## config.mk

```make
export PLATFORM = sky130hd
export DESIGN_NAME = multiplier_column1_p16
export DESIGN_NICKNAME = d
export VERILOG_FILES = /design/src/rtl/gf13_pkg.sv /design/src/rtl/gf13_const_mul.sv /design/src/rtl/multiplier_column_p16.sv /design/src/rtl/chien_const_mul_column.sv
export SDC_FILE = /design/constraint.sdc
export NUM_CORES = 1
export LEC_CHECK = 0
export ABC_AREA = 1
export BUFFER_PORTS_ARGS = -buffer_cell sky130_fd_sc_hd__buf_2
export CORE_AREA = 4 4 84 86
export DETAILED_ROUTE_END_ITERATION = 10
export DIE_AREA = 0 0 88 90
export PLACE_DENSITY = 0.86
export SYNTH_ARGS = -nofsm -noshare
export SYNTH_HDL_FRONTEND = slang
export SYNTH_SLANG_ARGS = --single-unit
```

## constraint.sdc

```tcl
create_clock -name vclk -period 2.4
set_input_delay 0.36 -clock vclk [all_inputs]
set_output_delay 0.36 -clock vclk [all_outputs]
set_load 0.02 [all_outputs]
```

## src/rtl/gf13_pkg.sv

```systemverilog
// GF(2^13) field constants and elaboration-time helpers.
// Matrices for constant multipliers are derived here from exponents only.
package gf13_pkg;

  localparam int M = 13;
  localparam logic [M-1:0] POLY = 13'h001B;
  localparam int N = 8191;

  typedef logic [M-1:0] gf_t;
  typedef logic [M-1:0][M-1:0] mat_t;

  function automatic gf_t mul_x(input gf_t a);
    return {a[M-2:0], 1'b0} ^ (a[M-1] ? POLY : '0);
  endfunction

  function automatic gf_t gf_mul(input gf_t a, input gf_t b);
    gf_t r;
    r = '0;
    for (int i = M - 1; i >= 0; i--) begin
      r = mul_x(r);
      if (b[i]) r = r ^ a;
    end
    return r;
  endfunction

  // Square-and-multiply keeps elaboration loops short.
  function automatic gf_t alpha_pow(input int e);
    int k;
    gf_t r;
    gf_t base;
    k = e % N;
    r = gf_t'(1);
    base = gf_t'(2);
    for (int i = 0; i < M; i++) begin
      if (k[i]) r = gf_mul(r, base);
      base = gf_mul(base, base);
    end
    return r;
  endfunction

  function automatic mat_t const_mul_matrix(input int e);
    mat_t m;
    for (int c = 0; c < M; c++) m[c] = alpha_pow(e + c);
    return m;
  endfunction

endpackage

```

## src/rtl/gf13_const_mul.sv

```systemverilog
// Constant multiplier c = a * alpha^E over GF(2^13).
// Each output bit is an XOR of a fixed subset of input bits.
module gf13_const_mul
  import gf13_pkg::*;
#(
  parameter int E = 1
) (
  input  logic [M-1:0] a,
  output logic [M-1:0] c
);

  localparam mat_t MAT = const_mul_matrix(E);

  always_comb begin
    c = '0;
    for (int k = 0; k < M; k++) begin
      if (a[k]) c = c ^ MAT[k];
    end
  end

endmodule

```

## src/rtl/multiplier_column_p16.sv

```systemverilog
// Combinational column bindings for columns 1..3 of the Chien search.
// Clock, reset and enable are tied off since nothing is registered.
module multiplier_column1_p16
  import gf13_pkg::*;
(
  input  logic [M-1:0] b,
  output logic [M-1:0] P1, P2, P3, P4, P5, P6, P7, P8,
  output logic [M-1:0] P9, P10, P11, P12, P13, P14, P15, P16
);
  chien_const_mul_column #(.COL(1), .REG_OUT(1'b0)) u_col (
    .clk(1'b0), .reset(1'b0), .en(1'b0), .*
  );
endmodule


```

## src/rtl/chien_const_mul_column.sv

```systemverilog
// One Chien search column: sixteen products b*alpha^(COL*i), i=1..16.
// Optional output register bank; the feedback loop needs REG_OUT=0.
module chien_const_mul_column
  import gf13_pkg::*;
#(
  parameter int COL = 1,
  parameter bit REG_OUT = 1'b0
) (
  input  logic clk,
  input  logic reset,
  input  logic en,
  input  logic [M-1:0] b,
  output logic [M-1:0] P1,
  output logic [M-1:0] P2,
  output logic [M-1:0] P3,
  output logic [M-1:0] P4,
  output logic [M-1:0] P5,
  output logic [M-1:0] P6,
  output logic [M-1:0] P7,
  output logic [M-1:0] P8,
  output logic [M-1:0] P9,
  output logic [M-1:0] P10,
  output logic [M-1:0] P11,
  output logic [M-1:0] P12,
  output logic [M-1:0] P13,
  output logic [M-1:0] P14,
  output logic [M-1:0] P15,
  output logic [M-1:0] P16
);

  logic [15:0][M-1:0] prod;
  logic [15:0][M-1:0] q;

  for (genvar i = 0; i < 16; i++) begin : g_mul
    gf13_const_mul #(
      .E(COL * (i + 1))
    ) u_mul (
      .a(b),
      .c(prod[i])
    );
  end

  if (REG_OUT) begin : g_reg
    always_ff @(posedge clk) begin
      if (reset) q <= '0;
      else if (en) q <= prod;
    end
  end else begin : g_comb
    logic unused;
    assign unused = ^{clk, reset, en};
    assign q = prod;
  end

  assign P1  = q[0];
  assign P2  = q[1];
  assign P3  = q[2];
  assign P4  = q[3];
  assign P5  = q[4];
  assign P6  = q[5];
  assign P7  = q[6];
  assign P8  = q[7];
  assign P9  = q[8];
  assign P10 = q[9];
  assign P11 = q[10];
  assign P12 = q[11];
  assign P13 = q[12];
  assign P14 = q[13];
  assign P15 = q[14];
  assign P16 = q[15];

endmodule

```

==> results.json <==
{
  "slew_headroom_pct": 65.9,
  "postLayoutCellArea_um2": 2220,
  "final-setup-viol-count": 0,
  "hold_viol": 0,
  "worst_setup_path_start_kind": "input pin",
  "final_common_cell": "buf_2",
  "hold_end": "P1[2]",
  "yosys_warnings": 0,
  "fin_crit_sh_pct": 84.6,
  "worstSetupPathType": "input pin to output port",
  "placed_cells": 501,
  "drtPass1Iterations": 4,
  "grt-ovfl-total": 0,
  "instances_no_fill": 501,
  "timing.final.ws_setup_ps": 370,
  "seqCellArea_um2": 0,
  "mostFrequentLayoutCells": "buf_2, nand2_1, inv_1",
  "finalSetupTns_ps": 0,
  "place_ws_ps": 371,
  "critical_path_arrival_ps": 1670,
  "final_util_pct": 35.4,
  "start_util_pct": 36.0,
  "area_delta_synth_final_pct": -1.88,
  "whs_ps": 1040,
  "worst_pin_slew_ps": 510,
  "dieArea_um2": 7920,
  "netlist.area_leader.share_pct": 54.8,
  "ir_drop_mv": 0.408,
  "synth_area_leaders": "buf_4, nand2_1, xor2_1",
  "synthCells": 368,
  "drc": 0,
  "syn_area_um2": 2260,
  "ant_nets": 0,
  "core-area_um2": 6280,
  "dr.first_iter.drc_count": 46,
  "syn_avg_cell_area_um2": 6.15,
  "finalNetCount": 439,
  "row_count": 29,
  "required_ps": 2040,
  "nFlopsAndLatches": 0,
  "hold_path_class": "input pin to output port",
  "io_pins": 221,
  "port-buffer-count": 221,
  "post-cts-setup-buffers": 0,
  "grt_pass1_wl_um": 9090,
  "min_from": "b[1]",
  "endpoint_kind": "output port",
  "gp_congestion": 0.904,
  "ys_types": 15,
  "ctsHoldBuffers": 0,
  "maxSlewViolCount": 0,
  "yosys.area.top_type": "buf_4",
  "p_total_mw": 1.34,
  "rsz0062_at_grt": "false",
  "die_h_um": 90,
  "routedWlPerCell_um": 12.3,
  "grt_max_degree": 15,
  "status": "finished clean",
  "drive_above_1_share_pct": 57.3,
  "placedInstanceArea_um2": 2220,
  "die_w_um": 88,
  "cts_resized": 0,
  "clkbuf_count": 0,
  "antennaDiodeCount": 0,
  "p_per_area_nw_per_um2": 605,
  "dp_hpwl_um": 5360,
  "via_count": 2052,
  "syn_nets": 381,
  "antenna_found_initial": 0,
  "holdPathStages": 2,
  "routed_wl_um": 6140,
  "vias_per_cell": 4.10,
  "first_global_vias": 1781,
  "grt_usage_pct": 13.7,
  "fmax_mhz": 493,
  "ys_seq_area_share_pct": 0,
  "max-cap-violations": 0,
  "period_minus_slack_ps": 2030,
  "p_leak_nw": 1.57,
  "cp_max_fo": 12
}
[Yosys cell counts]
cell / count
nor2_1: 2
clkbuf_2: 1
xor2_2: 2
buf_4: 165
buf_6: 3
nand3b_1: 1
xnor2_2: 1
nand2_2: 8
nand3_1: 16
buf_2: 1
inv_2: 6
xnor2_1: 9
xor2_1: 22
nand2_1: 106
inv_1: 25
[how the worst max path moves through the flow]
| stage | startpoint | slack, ps | cells after the start | endpoint |
|---|---|---|---|---|
| floorplan | b[12] | 70 | 4 | P11[11] |
| global placement | b[9] | 500 | 6 | P10[10] |
| detailed placement | b[10] | 370 | 6 | P12[12] |
| CTS | b[10] | 380 | 6 | P12[12] |
| global route | b[10] | 160 | 6 | P12[12] |
| finish | b[10] | 370 | 6 | P12[12] |
[metal layers]
layer / track usage, % / routed length [um] / vias to the layer above
met5: 0 / 0 / -
met4: 2.05 / 102 / 0
met3: 1.28 / 645 / 12
met2: 26.9 / 3150 / 130
met1: 15.5 / 2240 / 873
li1: - / - / 1037
[cell type report]
| type | count | area, um^2 |
|---|---|---|
| fillers | 675 | 4060 |
| repair buffers | 226 | 1140 |
| multi-input cells | 167 | 863 |
| inverters | 31 | 116 |
| well taps | 77 | 96.3 |
[critical path, stage by stage]
cell and delay [ps]:
buf_2 240, inv_2 100, nand2_1 100, nand2_2 120, xor2_1 470, buf_2 260
[logic make-up (layout without fill, tap and decap cells)]
| logic type | count (synthesis) | after routing | synth area share (%) |
|---|---|---|---|
| xor+xnor | 34 | 34 | 14.2 |
| buf+inv | 201 | 257 | 61.8 |
| simple gates | 133 | 133 | 24.0 |
[power by group]
group	leakage, nW	total, mW	switching [mW]	internal (mW)
logic	1.57	1.34	0.958	0.385
clock network	0	0	0	0
registers	0	0	0	0
total	1.57	1.34	0.958	0.385
No activity file was read; power rests on OpenSTA's default activity.
